<file path="config.mk">
export PLATFORM = sky130hd
export DESIGN_NAME = collision_scheduler
export DESIGN_NICKNAME = d
export VERILOG_FILES = /design/src/rtl/coll_pkg.sv /design/src/rtl/pair_iter.sv /design/src/rtl/collision_scheduler.sv
export SDC_FILE = /design/constraint.sdc
export NUM_CORES = 1
export LEC_CHECK = 0
export BUFFER_PORTS_ARGS = -buffer_cell sky130_fd_sc_hd__buf_4
export CAP_MARGIN = 10
export CORE_ASPECT_RATIO = 1.2
export CORE_UTILIZATION = 53
export DETAILED_ROUTE_END_ITERATION = 16
export GPL_TIMING_DRIVEN = 0
export HOLD_SLACK_MARGIN = 0.1
export PLACE_DENSITY = 0.86
export SLEW_MARGIN = 20
export SYNTH_ARGS = -nofsm -noshare
export SYNTH_HDL_FRONTEND = slang
export SYNTH_SLANG_ARGS = --single-unit
</file>
<file path="constraint.sdc">
create_clock -name clk -period 1.6 [get_ports clk]
set_input_delay 0.16 -clock clk [delete_from_list [all_inputs] [get_ports clk]]
set_output_delay 0.16 -clock clk [all_outputs]
set_load 0.01 [all_outputs]
</file>
<file path="src/rtl/coll_pkg.sv">
// Shared definitions for the collision scheduler: FSM state encoding and
// helpers for pair counting, index widths and the flat pair index.
package coll_pkg;

  typedef enum logic [2:0] {
    ST_IDLE,
    ST_SEL,
    ST_EVAL,
    ST_WAIT,
    ST_WB,
    ST_NEXT
  } state_e;

  // Number of unordered pairs among n balls.
  function automatic int num_pairs(input int n);
    return (n * (n - 1)) / 2;
  endfunction

  // Width of an index able to address n items (at least one bit).
  function automatic int idx_w(input int n);
    return (n > 2) ? $clog2(n) : 1;
  endfunction

  // Flat index of pair (a,b), a<b, in the order the sweep visits them.
  function automatic int pair_idx(input int a, input int b, input int n);
    return (a * (2 * n - a - 1)) / 2 + (b - a - 1);
  endfunction

endpackage

</file>
<file path="src/rtl/pair_iter.sv">
// Pair iterator: walks (sel_a, sel_b) over all unordered pairs a<b.
// start_i reloads (0,1); advance_i steps to the next pair; last_o flags
// the final pair (N_BALLS-2, N_BALLS-1).
module pair_iter
  import coll_pkg::*;
#(
  parameter int N_BALLS = 3
) (
  input  logic                       clk,
  input  logic                       rst,
  input  logic                       start_i,
  input  logic                       advance_i,
  output logic [idx_w(N_BALLS)-1:0]  sel_a_o,
  output logic [idx_w(N_BALLS)-1:0]  sel_b_o,
  output logic                       last_o
);

  localparam int IW = idx_w(N_BALLS);
  localparam logic [IW-1:0] LAST_A = IW'(N_BALLS - 2);
  localparam logic [IW-1:0] LAST_B = IW'(N_BALLS - 1);

  logic [IW-1:0] sel_a_q, sel_a_d;
  logic [IW-1:0] sel_b_q, sel_b_d;

  // Next pair: bump sel_b, or wrap to the next row once sel_b hits the top ball.
  always_comb begin
    sel_a_d = sel_a_q;
    sel_b_d = sel_b_q;
    if (start_i) begin
      sel_a_d = '0;
      sel_b_d = IW'(1);
    end else if (advance_i) begin
      if (sel_b_q == LAST_B) begin
        sel_a_d = sel_a_q + IW'(1);
        sel_b_d = sel_a_q + IW'(2);
      end else begin
        sel_b_d = sel_b_q + IW'(1);
      end
    end
  end

  // Pair index registers; reset parks on the first pair.
  always_ff @(posedge clk) begin
    if (rst) begin
      sel_a_q <= '0;
      sel_b_q <= IW'(1);
    end else begin
      sel_a_q <= sel_a_d;
      sel_b_q <= sel_b_d;
    end
  end

  assign sel_a_o = sel_a_q;
  assign sel_b_o = sel_b_q;
  assign last_o  = (sel_a_q == LAST_A) && (sel_b_q == LAST_B);

endmodule

</file>
<file path="src/rtl/collision_scheduler.sv">
// Collision scheduler: on each frame_tick sweeps every ball pair through the
// shared collision datapath, waits CALC_LAT cycles after a qualifying hit and
// pulses wb_en to commit the new velocity/direction.
// Optional feature macro: COLL_PAIR_STICKY_EN keeps one contact bit per pair
// so only new contacts (hit now, no hit last sweep) are written back.
module collision_scheduler
  import coll_pkg::*;
#(
  parameter int N_BALLS  = 3,
  parameter int CALC_LAT = 2,
  parameter int CNT_W    = 8
) (
  input  logic                        clk,
  input  logic                        rst,
  input  logic                        frame_tick,
  input  logic                        coll_hit,
  output logic [$clog2(N_BALLS)-1:0]  sel_a,
  output logic [$clog2(N_BALLS)-1:0]  sel_b,
  output logic                        wb_en,
  output logic                        busy,
  output logic                        sweep_done,
  output logic                        overrun,
  output logic [CNT_W-1:0]            hit_cnt
);

  localparam int IW = idx_w(N_BALLS);
  localparam int CW = $clog2(CALC_LAT + 1);
  localparam logic [CNT_W-1:0] CNT_MAX = {CNT_W{1'b1}};

  state_e           state_q, state_d;
  logic [CW-1:0]    wait_q, wait_d;
  logic             wb_en_q, wb_en_d;
  logic             busy_q, busy_d;
  logic             done_q, done_d;
  logic             overrun_q, overrun_d;
  logic [CNT_W-1:0] hit_cnt_q, hit_cnt_d;

  logic             iter_start, iter_advance, iter_last;
  logic [IW-1:0]    sel_a_w, sel_b_w;
  logic             qualify;

  pair_iter #(
    .N_BALLS (N_BALLS)
  ) u_pair_iter (
    .clk       (clk),
    .rst       (rst),
    .start_i   (iter_start),
    .advance_i (iter_advance),
    .sel_a_o   (sel_a_w),
    .sel_b_o   (sel_b_w),
    .last_o    (iter_last)
  );

`ifdef COLL_PAIR_STICKY_EN
  localparam int NP = num_pairs(N_BALLS);
  localparam int PW = (NP > 1) ? $clog2(NP) : 1;

  logic [NP-1:0] contact_q, contact_d;
  logic [PW-1:0] pidx;

  // Contact bit of the current pair: qualify only on a fresh contact, and
  // record this frame's hit flag for the next sweep.
  always_comb begin
    pidx      = PW'(pair_idx(int'(sel_a_w), int'(sel_b_w), N_BALLS));
    qualify   = coll_hit && !contact_q[pidx];
    contact_d = contact_q;
    if (state_q == ST_EVAL) begin
      contact_d[pidx] = coll_hit;
    end
  end

  // Contact bit storage, cleared only by reset.
  always_ff @(posedge clk) begin
    if (rst) begin
      contact_q <= '0;
    end else begin
      contact_q <= contact_d;
    end
  end
`else
  assign qualify = coll_hit;
`endif

  // Sweep FSM next-state and registered-output logic.
  always_comb begin
    state_d      = state_q;
    wait_d       = wait_q;
    wb_en_d      = 1'b0;
    busy_d       = busy_q;
    done_d       = 1'b0;
    overrun_d    = overrun_q;
    hit_cnt_d    = hit_cnt_q;
    iter_start   = 1'b0;
    iter_advance = 1'b0;

    if (frame_tick && (state_q != ST_IDLE)) begin
      overrun_d = 1'b1;
    end

    case (state_q)
      ST_IDLE: begin
        if (frame_tick) begin
          state_d    = ST_SEL;
          iter_start = 1'b1;
          busy_d     = 1'b1;
        end
      end
      ST_SEL: begin
        state_d = ST_EVAL;
      end
      ST_EVAL: begin
        if (qualify) begin
          wait_d  = CW'(CALC_LAT);
          state_d = ST_WAIT;
        end else begin
          state_d = ST_NEXT;
        end
      end
      ST_WAIT: begin
        wait_d = wait_q - CW'(1);
        if (wait_q == CW'(1)) begin
          // Counter reaches zero on entry to WB: raise the commit pulse and count it.
          state_d = ST_WB;
          wb_en_d = 1'b1;
          if (hit_cnt_q != CNT_MAX) begin
            hit_cnt_d = hit_cnt_q + CNT_W'(1);
          end
        end
      end
      ST_WB: begin
        state_d = ST_NEXT;
      end
      ST_NEXT: begin
        if (iter_last) begin
          state_d = ST_IDLE;
          busy_d  = 1'b0;
          done_d  = 1'b1;
        end else begin
          iter_advance = 1'b1;
          state_d      = ST_SEL;
        end
      end
      default: begin
        state_d = ST_IDLE;
        busy_d  = 1'b0;
      end
    endcase
  end

  // State and output registers; reset aborts any sweep in progress.
  always_ff @(posedge clk) begin
    if (rst) begin
      state_q   <= ST_IDLE;
      wait_q    <= '0;
      wb_en_q   <= 1'b0;
      busy_q    <= 1'b0;
      done_q    <= 1'b0;
      overrun_q <= 1'b0;
      hit_cnt_q <= '0;
    end else begin
      state_q   <= state_d;
      wait_q    <= wait_d;
      wb_en_q   <= wb_en_d;
      busy_q    <= busy_d;
      done_q    <= done_d;
      overrun_q <= overrun_d;
      hit_cnt_q <= hit_cnt_d;
    end
  end

  assign sel_a      = sel_a_w;
  assign sel_b      = sel_b_w;
  assign wb_en      = wb_en_q;
  assign busy       = busy_q;
  assign sweep_done = done_q;
  assign overrun    = overrun_q;
  assign hit_cnt    = hit_cnt_q;

endmodule

</file>
# Word level (Yosys, flattened, before mapping)
# Cells that the tools add are included.
dict set report totals {
  mem_bits_rw 0
  wordCells 61
  register_bits 21
  romBits 0
  mem_count 0
  out_inout_bits 16
  latchBits 0
}
dict set report op_classes {
  shift 0
  mux 17
  div_mod_pow 0
  bitwise 3
  n_eq_ne 13
  n_lt_le_gt_ge 0
  n_addsub 5
  mul 0
  reduce_logical 14
}
# op count
set op_table {}
lappend op_table {{3-bit case mux with 6 select lines} 1}
lappend op_table {{1-bit 2-to-1 mux} 9}
lappend op_table {{3-bit 2-to-1 mux} 3}
lappend op_table {{8-bit by 1-bit adder with 8-bit output, second input constant} 1}
lappend op_table {{2-bit inequality test, second input constant} 4}
lappend op_table {{8-bit inequality test, second input constant} 1}
lappend op_table {{3-bit by 2-bit equality test with 1-bit output, second input constant} 2}
lappend op_table {{3-bit equality test, second input constant} 2}
lappend op_table {{2-bit AND reduction} 3}
lappend op_table {{3-bit AND reduction} 2}
lappend op_table {{2-bit OR reduction} 3}
lappend op_table {{2-bit by 1-bit adder with 2-bit output, second input constant} 2}
lappend op_table {{2-bit by 1-bit equality test with 1-bit output, second input constant} 2}
lappend op_table {{2-bit 2-to-1 mux} 2}
lappend op_table {{2-bit case mux with 2 select lines} 1}
lappend op_table {{4-bit OR reduction} 1}
lappend op_table {{3-bit by 1-bit equality test with 1-bit output, second input constant} 1}
lappend op_table {{3-bit logical NOT} 1}
lappend op_table {{1-bit inverter} 3}
lappend op_table {{1-bit case mux with 3 select lines} 1}
lappend op_table {{3-bit nonzero test} 1}
lappend op_table {{2-bit adder, second input constant} 1}
lappend op_table {{2-bit equality test, second input constant} 1}
lappend op_table {{1-bit logical AND} 2}
lappend op_table {{other kinds (2)} 2}

# Depth between registers and ports, before layout
# Gate-level depths: netlist of run 1.
dict set report depth {
  ltp_word 5
  mapped_depth 6
  ltp_nobuf 6
}

# By module
# From an unflattened synthesis of run 1, not the netlist that was laid out.
dict set report hier_totals {
  cells_unflattened 119
  hier_area_um2 1119.8
}
# module cells_per_inst instances area_per_inst_um2
set modules_own_cells {}
lappend modules_own_cells {collision_scheduler 97 1 895.9}
lappend modules_own_cells {pair_iter 22 1 224.0}

# Worst setup path after synthesis of run 1
# OpenSTA, ideal clock, no wires.
dict set report synth_path {
  path_type {reg2reg}
  start {register wait_q[0]}
  end {register hit_cnt_q[7], in the netlist hit_cnt[7]}
  synth_period_minus_slack_ns 1.332
  setup_ns 0.128
  n_path_buf 0
  t_required_ns 1.472
  slack_ns 0.268
  path_stages_with_launch 6
  arrival_time_ns 1.205
  path_cell_list {dfxtp_1 ha_1 and4b_2 and3_1 mux2i_1 nor2_1}
}
dict set report synth_between {
  elab_chain_len 2
}
# element line_no
set synth_lines {}
lappend synth_lines {{start: declaration} collision_scheduler.sv:31} ;# logic [CW-1:0] wait_q, wait_d;
lappend synth_lines {{start signal: assignment} collision_scheduler.sv:162} ;# wait_q <= wait_d;
lappend synth_lines {{2-bit by 1-bit equality test with 1-bit output} collision_scheduler.sv:121} ;# if (wait_q == CW'(1)) begin
lappend synth_lines {{3-bit AND reduction (no line)} n/a}
lappend synth_lines {{end signal: assignment} collision_scheduler.sv:167} ;# hit_cnt_q <= hit_cnt_d;
lappend synth_lines {{end: declaration} collision_scheduler.sv:36} ;# logic [CNT_W-1:0] hit_cnt_q, hit_cnt_d;
# Every way passes these cells.
# A chain may end at the register's enable or synchronous reset.

# Worst setup path after layout of run 1
dict set report layout_path {
  start {register wait_q[1]}
  end {register hit_cnt_q[7], in the netlist hit_cnt[7]}
}
# The elaborated chain is that of the path after synthesis.

==> results of run 1 <==
kinds of logic (layout without fill, tap and decap cells):
group / Yosys count / after routing
buf+inv: 10 / 32
flops: 21 / 21
xor+xnor: 3 / 3
mux: 2 / 2
fa+ha+maj: 3 / 3
simple gates: 53 / 53
compound gates: 27 / 27
worst max-delay path: stages (launching register included):
cell     delay, ps
dfxtp_1        320
inv_1           70
ha_2           240
and4b_2        290
and3_1         170
mux2i_1        180
nor2_1          50
flip-flops by register name, summed over array words and instances, names as in the netlist:
signal and flops:
overrun 1, u_pair_iter.sel_b_o 2, wait_q 2, state_q 3, u_pair_iter.sel_a_o 2, hit_cnt 8, busy 1, wb_en 1
sweep_done 1
layout by cell type, fill, tap and decap left out, types with 4 or more instances in the layout:
cell type,count
nor3_1,4
a21oi_1,10
nand2_1,5
buf_4,18
o21ai_0,5
dfxtp_1,21
nor2_1,15
inv_1,5
a211oi_1,6
synthesized netlist by cell type (3+ instances only):
| library cell | instances | share of area (%) |
|---|---|---|
| dfxtp_1 | 21 | 39 |
| and4_1 | 3 | 2.4 |
| a21oi_1 | 10 | 4.6 |
| and3_1 | 3 | 1.7 |
| nor3_1 | 4 | 1.9 |
| o21ai_0 | 5 | 2.3 |
| inv_1 | 5 | 1.7 |
| ha_1 | 3 | 3.5 |
| nand2_1 | 5 | 1.7 |
| nor2_1 | 15 | 5.2 |
| a211oi_1 | 6 | 4.2 |
how the worst max path moves through the flow:
stage                             to  slack, ps  depth (start not counted)  startpoint
final                     hit_cnt[7]        170                          6   wait_q[1]
after global routing      hit_cnt[5]         40                          5   wait_q[0]
after CTS                 hit_cnt[7]        110                          5   wait_q[0]
after detailed placement  hit_cnt[7]        130                          5   wait_q[0]
after global placement    hit_cnt[7]        170                          5   wait_q[0]
after floorplan           hit_cnt[7]        270                          5   wait_q[0]
report_power, final:
part / switching (mW) / internal, mW / total [mW]
Sequential: 0.0199 / 0.547 / 0.567
Clock: 0.155 / 0.0971 / 0.252
Combinational: 0.101 / 0.0896 / 0.191
repair_timing:
| action | 4_1_cts | 5_1_grt |
|---|---|---|
| gates resized for setup | 0 | 1 |
| endpoints found under the setup margin | 0 | 1 |
| hold buffers | 0 | 0 |
per-layer routing:
metal	vias to the layer above	wire length [um]	part of all wire, %
li1	473	-	-
met1	423	950	46
met2	14	1060	51
met3	4	57	2.7
met4	0	19	0.91
met5	-	0	0
final cells by class:
| type | instances | area share, % |
|---|---|---|
| clock buffers | 4 | 2.07 |
| plain buffers | 5 | 2.76 |
| flip-flops and latches | 21 | 33.1 |
| multi-input cells | 88 | 48.0 |
| repair buffers | 18 | 10.7 |
| inverters | 5 | 1.48 |
| well taps | 19 | 1.87 |
==> results_dict.tcl, run 1 <==
set metrics [dict create \
    wl_per_cell_um 13.0 \
    antenna_found_initial 0 \
    finalCritPeriodShare_pct 89.4 \
    async_reset_ff_share_pct 0 \
    power_mw 1.01 \
    yosysSeqAreaShare_pct 38.9 \
    pin_count 20 \
    core_area_um2 1870 \
    synth_xor_xnor_area_share_pct 2.43 \
    hold_ws_ps 126 \
    vdd_drop_max_v 0.000755 \
    clk_pin_slew_ps 110 \
    drtIter0Drc 6 \
    dp_slack_ps 130 \
    hold_violations 0 \
    syn_nets 126 \
    syn_avg_cell_area_um2 9.08 \
    multiInputGateArea_um2 609 \
    end_kind "flip-flop" \
    dp_hpwl_um 1580 \
    drt_wl_total_um 2090 \
    yosys_warnings 0 \
    cts_setup_buffers 0 \
    arrival_ps 1620 \
    place_inst 156 \
    worstPathRequired_ps 1790 \
    seq_area_um2 420 \
    synth-seq-cells 21 \
    grt_pass1_vias 835 \
    drc 0 \
    grt_usage_pct 20.9 \
    hp-class "in2reg" \
    vias_per_cell 5.71 \
    max_freq_mhz 699 \
    muxShareOfSynthArea_pct 1.85 \
    ant_nets 0 \
    port_buffers 18 \
    globalRouteMet2Util_pct 36.3 \
    syn_inst 119 \
    placedInstanceArea_um2 1240 \
    cp-start-kind "flip-flop" \
    nets 149 \
    syn_area_um2 1080 \
    r2r-end "hit_cnt[7]" \
    cts_buffer_depth 2 \
    synth_top_family_by_area "simple AND/OR/NAND/NOR gates" \
    tritoncts "yes" \
    n_antenna_cell 0 \
    hp-start "frame_tick" \
    r2r_slack_ps 170 \
    whs_path_depth 3 \
    synth_edf_count 0 \
    cts_max_level 1 \
    grt_max_degree 12 \
    layout-drive-gt1-share_pct 24.1 \
    maxCapViolations 0 \
    cts_root_buf "clkbuf_4" \
    clk_latency_ps 300 \
    worst_slew_pin_slew_ps 475 \
    rsz0062_at_grt "no" \
    fill_cells 162 \
    dr.pass1.iters 3 \
    grt_use_met3_pct 2.12 \
    cp_max_fo 5 \
    final_util_pct 67.8 \
    max_slew_margin_pct 68.3 \
    grt_overflow 0 \
    hold_end "overrun" \
    dieHeight_um 51.5 \
    grt_use_met1_pct 26.2 \
    yosysUniqueCellTypes 39 \
    routabilityCongestion 0.774 \
    instances_no_fill 160 \
    worst-setup-path-type "reg2reg" \
    clock_sinks 21 \
    period_needed_ps 1430 \
    cts_made_buffers 3 \
    outcome "complete, no violations" \
    route.vias.total 914 \
    dieWidth_um 43.2 \
    r2r-start "wait_q[1]" \
    die_area_um2 2220 \
    synth_compound_area_share_pct 15.4 \
    p_leak_nw 0.568 \
    grt_pass1_wl_um 3590 \
    maxSlewViolCount 0 \
    final_area_um2 1270 \
    ys.flop_type "dfxtp_1" \
    finClkSkew_ps 2.42 \
    synth_fa_ha_area_share_pct 3.47 \
    rows 17 \
    p_per_area_nw_per_um2 796 \
    r2r_cells 6 \
    area_growth_pct 17.4 \
    initial_core_util_pct 57.8 \
    top_usage_layer "met2" \
    setup_slack_ps 169 \
    synthSimpleGateAreaFrac_pct 33.0 \
    setup_viol 0 \
    tns_ps 0 \
]
Note: power is estimated with default switching activity, not from simulation.
==> inputs of run 2 (changes only) <==
--- a/config.mk
+++ b/config.mk
@@ -10,7 +10,6 @@
 export CORE_ASPECT_RATIO = 1.2
 export CORE_UTILIZATION = 53
 export DETAILED_ROUTE_END_ITERATION = 16
-export GPL_TIMING_DRIVEN = 0
 export HOLD_SLACK_MARGIN = 0.1
 export PLACE_DENSITY = 0.86
 export SLEW_MARGIN = 20
==> run 2 against run 1 <==
Effect of this change:
- sequential cell count is the same
- wire length fell by 4.7%
- register-to-register slack worse by 40 ps
- clock power barely moved
- non-clock buffer count shrank 3
- final area shrank 1.7%
- clock skew grew 2.0 ps
- sequential share of layout area increased by 0.56 points
- combinational power decreased by 23%
- worst setup slack lost 36 ps
==> results_dict.tcl, run 2 (same netlist as run 1, synthesis figures left out) <==
set metrics [dict create \
    grt_max_degree 19 \
    route.vias.total 899 \
    core_area_um2 1870 \
    finClkSkew_ps 4.43 \
    drt_wl_total_um 1990 \
    pin_count 20 \
    dp_hpwl_um 1460 \
    wl_per_cell_um 12.7 \
    grt_pass1_wl_um 3240 \
    final_common_cell "dfxtp_1" \
    cts_max_level 1 \
    grt_overflow 0 \
    antenna_found_initial 0 \
    cts_setup_buffers 0 \
    outcome "complete, no violations" \
    period_needed_ps 1470 \
    dr.pass1.iters 4 \
    worstPathRequired_ps 1800 \
    clk_latency_ps 300 \
    vdd_drop_max_v 0.000494 \
    end_kind "flip-flop" \
    drc 0 \
    path_cells "and4b_2, and3_1, mux2i_1, nor2_1" \
    hold_violations 0 \
    cts_buffer_depth 2 \
    clk_pin_slew_ps 120 \
    dieHeight_um 51.5 \
    worst_slew_pin_slew_ps 430 \
    grt_pass1_vias 776 \
    cp_slowest_cell "dfxtp_1" \
    tns_ps 0 \
    initial_core_util_pct 57.8 \
    dieWidth_um 43.2 \
    area_growth_pct 15.4 \
    routabilityCongestion 0.720 \
    worst-setup-path-type "reg2reg" \
    final_cell_mix "dfxtp_1 (21), buf_4 (20), nor2_1 (15), a21oi_1 (10), a211oi_1 (6)" \
    clock_sinks 21 \
    maxCapViolations 0 \
    rows 17 \
    n_antenna_cell 0 \
    hold_buffers 0 \
    critPathMaxStageDelay_ps 600 \
    vias_per_cell 5.73 \
    p_per_area_nw_per_um2 792 \
    hold_ws_ps 121 \
    nets 146 \
    rsz0062_at_grt "no" \
    cp_max_fo 12 \
    cts_root_buf "clkbuf_4" \
    cts_made_buffers 3 \
    hp-class "in2reg" \
    p_leak_nw 0.563 \
    drtIter0Drc 8 \
    die_area_um2 2220 \
    maxSlewViolCount 0 \
    layout-drive-gt1-share_pct 23.9 \
    ant_nets 0 \
    max_freq_mhz 682 \
    tritoncts "yes" \
    finalCritPeriodShare_pct 91.7 \
    setup_viol 0 \
    port_buffers 19 \
    post_cts_resized 0 \
    largest_register_ffs 8 \
    grt_usage_pct 19.2 \
    cp-start-kind "flip-flop" \
    arrival_ps 1670 \
    max_slew_margin_pct 71.3 \
]
[run 2: changes by cell type in the layout (fill, tap and decap cells not counted), sizes merged]
cell	before	now
clkinv	0	1
buf	21	20
clkbuf	6	3
[run 2: stage by stage]
stage / instances / setup slack (ps) / power, mW / util, % / cell area [um^2]
2_1_floorplan: 119 / 268 / 0.720 / - / 1080
3_3_place_gp: 153 / 228 / 0.743 / 65.2 / 1220
3_5_place_dp: 153 / 143 / 0.749 / 65.2 / 1220
4_1_cts: 157 / 126 / 1.01 / 66.6 / 1250
5_1_grt: 157 / 21.3 / 1.05 / 66.6 / 1250
6_report: 157 / 133 / 0.988 / 66.6 / 1250
[run 2: path summary, 6_finish.rpt]
check                  start         end  slack [ps]  cells past startpoint
hold / removal    frame_tick     overrun         120                      3
setup / recovery  state_q[0]  hit_cnt[7]         130                      4
setup reg to reg  state_q[0]  hit_cnt[7]         130                      4
hold reg to reg    wait_q[1]   wait_q[1]         480                      2
[run 2: report_power, final]
group / switching (mW) / internal [mW]
clock: 0.157 / 0.0931
sequential: 0.0429 / 0.547
combinational: 0.0724 / 0.0752
[run 2: cell type report]
class | count | area (um^2)
Timing Repair Buffer | 20 | 150
Sequential cell | 21 | 420
Inverter | 5 | 18.8
Fill cell | 179 | 624
Clock inverter | 1 | 5.00
Tap cell | 19 | 23.8
Clock buffer | 3 | 22.5
Multi-Input combinational cell | 88 | 607
[run 2: per-layer routing]
| layer | vias to the layer above | routed length (um) | global-route usage, % |
|---|---|---|---|
| li1 | 466 | - | - |
| met4 | 0 | 10 | 9.09 |
| met1 | 419 | 914 | 23.4 |
| met2 | 12 | 1010 | 33.1 |
| met5 | - | 0 | 0 |
| met3 | 2 | 52 | 2.12 |
[run 2: critical path, delay by kind of cell, from the launching register on]
kind             cells  cell delay [ps]
muxes                1              200
DFF                  1              600
and+or+nand+nor      3              570
==> inputs of run 3 (changes only) <==
--- a/config.mk
+++ b/config.mk
@@ -5,13 +5,13 @@
 export SDC_FILE = /design/constraint.sdc
 export NUM_CORES = 1
 export LEC_CHECK = 0
-export BUFFER_PORTS_ARGS = -buffer_cell sky130_fd_sc_hd__buf_4
 export CAP_MARGIN = 10
 export CORE_ASPECT_RATIO = 1.2
-export CORE_UTILIZATION = 53
+export CORE_UTILIZATION = 60
 export DETAILED_ROUTE_END_ITERATION = 16
+export DONT_BUFFER_PORTS = 1
 export HOLD_SLACK_MARGIN = 0.1
-export PLACE_DENSITY = 0.86
+export PLACE_DENSITY = 0.85
 export SLEW_MARGIN = 20
 export SYNTH_ARGS = -nofsm -noshare
 export SYNTH_HDL_FRONTEND = slang
==> run 3 against run 2 <==
Effect of this change:
- clock power barely moved
- via count fell by 3.9%
- utilization rose by 3.8 points
- worst setup slack got worse by 51 ps
- clock skew barely moved
- critical path depth did not move
- global-route usage rose by 3.6 points
- clock-buffer cell count did not move
- cell count fell by 7.6%
- largest cell class unchanged
==> results_dict.tcl, run 3 (same netlist as run 1, synthesis figures left out) <==
set metrics [dict create \
    final_cell_mix "dfxtp_1 (20), nor2_1 (15), a21oi_1 (10), buf_4 (7), a211oi_1 (6)" \
    nets 135 \
    grt_overflow 0 \
    critPathMaxStageDelay_ps 630 \
    cts_max_level 1 \
    rows 16 \
    r2r_slack_ps 80 \
    path_cells "and4b_2, and3_1, mux2i_1, nor2_1" \
    dp_hpwl_um 1440 \
    r2r_cells 4 \
    drt_wl_total_um 1960 \
    vias_per_cell 5.96 \
    drc 0 \
    fill_cells 138 \
    clk_pin_slew_ps 120 \
    path_buf_inv 0 \
    vdd_drop_max_v 0.000554 \
    rsz0062_at_grt "no" \
    largest_register_ffs 8 \
    antenna_found_initial 0 \
    route.vias.total 864 \
    area_growth_pct 8.22 \
    clk_latency_ps 300 \
    clock_sinks 21 \
    p_per_area_nw_per_um2 828 \
    n_antenna_cell 0 \
    dr.pass1.iters 4 \
    cts_root_buf "clkbuf_4" \
    cts_setup_buffers 0 \
    cts_made_buffers 3 \
    grt_pass1_vias 800 \
    port_buffers 0 \
    max_slew_margin_pct 57.3 \
    max_freq_mhz 659 \
    core_area_um2 1660 \
    initial_core_util_pct 65.1 \
    worst-setup-path-type "reg2reg" \
    maxCapViolations 0 \
    cts_buffer_depth 2 \
    layout-drive-gt1-share_pct 16.5 \
    hp-start "frame_tick" \
    multiInputGateArea_um2 607 \
    worst_slew_pin_slew_ps 638 \
    outcome "complete, no violations" \
    arrival_ps 1690 \
    hp-class "in2reg" \
    dieWidth_um 40.8 \
    finClkSkew_ps 4.20 \
    critical_path_depth 4 \
    p_leak_nw 0.504 \
    wl_per_cell_um 13.5 \
    crit_family "flip-flops" \
    die_area_um2 1980 \
    dp_slack_ps 136 \
    end_kind "flip-flop" \
    worstPathRequired_ps 1780 \
    setup_viol 0 \
    cp_max_fo 12 \
    grt_max_degree 19 \
    pin_count 20 \
    period_needed_ps 1520 \
    hold_ws_ps 119 \
    seq_area_um2 422 \
    power_mw 0.969 \
    maxSlewViolCount 0 \
    ant_nets 0 \
    drtIter0Drc 10 \
    cp_slowest_cell "dfxtp_1" \
    grt_usage_pct 22.8 \
    r2r-end "hit_cnt[7]" \
    tns_ps 0 \
    placedInstanceArea_um2 1120 \
    r2r-start "state_q[0]" \
    final_common_cell "dfxtp_1" \
    routabilityCongestion 0.740 \
    final_area_um2 1170 \
    cp-start-kind "flip-flop" \
    tritoncts "yes" \
    dieHeight_um 48.5 \
    whs_path_depth 2 \
    setup_slack_ps 81.6 \
    hold_violations 0 \
    finalCritPeriodShare_pct 94.9 \
    grt_pass1_wl_um 3280 \
    hold_end "state_q[2]" \
]
## run 3: cell types whose count changed in the layout (fill, tap and decap cells not counted)
cell,delta
buf_4,-13
dlygate4sd3_1,+2
dfxtp_1,-1
dfxtp_2,+1
## run 3: where the power goes
part           internal (mW)  total [mW]  switching [mW]  leakage [nW]
Sequential             0.548       0.599          0.0503         0.171
Combinational         0.0630       0.123          0.0597         0.316
Clock                 0.0930       0.247           0.154        0.0177
## run 3: metrics by stage
step | std cells | util, %
final | 145 | 70.4
after global routing | 145 | 70.4
after CTS | 145 | 70.3
after detailed placement | 139 | 67.5
after global placement | 139 | 67.5
after floorplan | 119 | -
## run 3: cell type report
class	instances	area share, %
Timing Repair Buffer	9	6.20
Multi-Input combinational cell	88	51.9
Tap cell	18	1.93
Clock buffer	3	1.93
Sequential cell	21	36.0
Clock inverter	1	0.428
Inverter	5	1.60
## run 3: layer usage
layer	track usage [%]	vias up	part of all wire [%]
met5	0	-	0
met4	8.33	0	1.1
met3	3.21	2	3.5
met2	35.4	13	50
met1	30.9	398	46
li1	-	451	-
## run 3: worst max path at each step
stage	startpoint	endpoint	slack [ps]
floorplan	wait_q[0]	hit_cnt[7]	270
global placement	state_q[0]	hit_cnt[7]	230
detailed placement	state_q[0]	hit_cnt[7]	140
CTS	state_q[0]	hit_cnt[7]	90
global route	wait_q[1]	hit_cnt[1]	4
finish	state_q[0]	hit_cnt[7]	80
## run 3: repair_timing
| action | 4_1_cts | 5_1_grt |
|---|---|---|
| endpoints found under the hold margin | 21 | 0 |
| hold buffers | 2 | 0 |
| endpoints found under the setup margin | 0 | 1 |
| resized for setup | 0 | 1 |
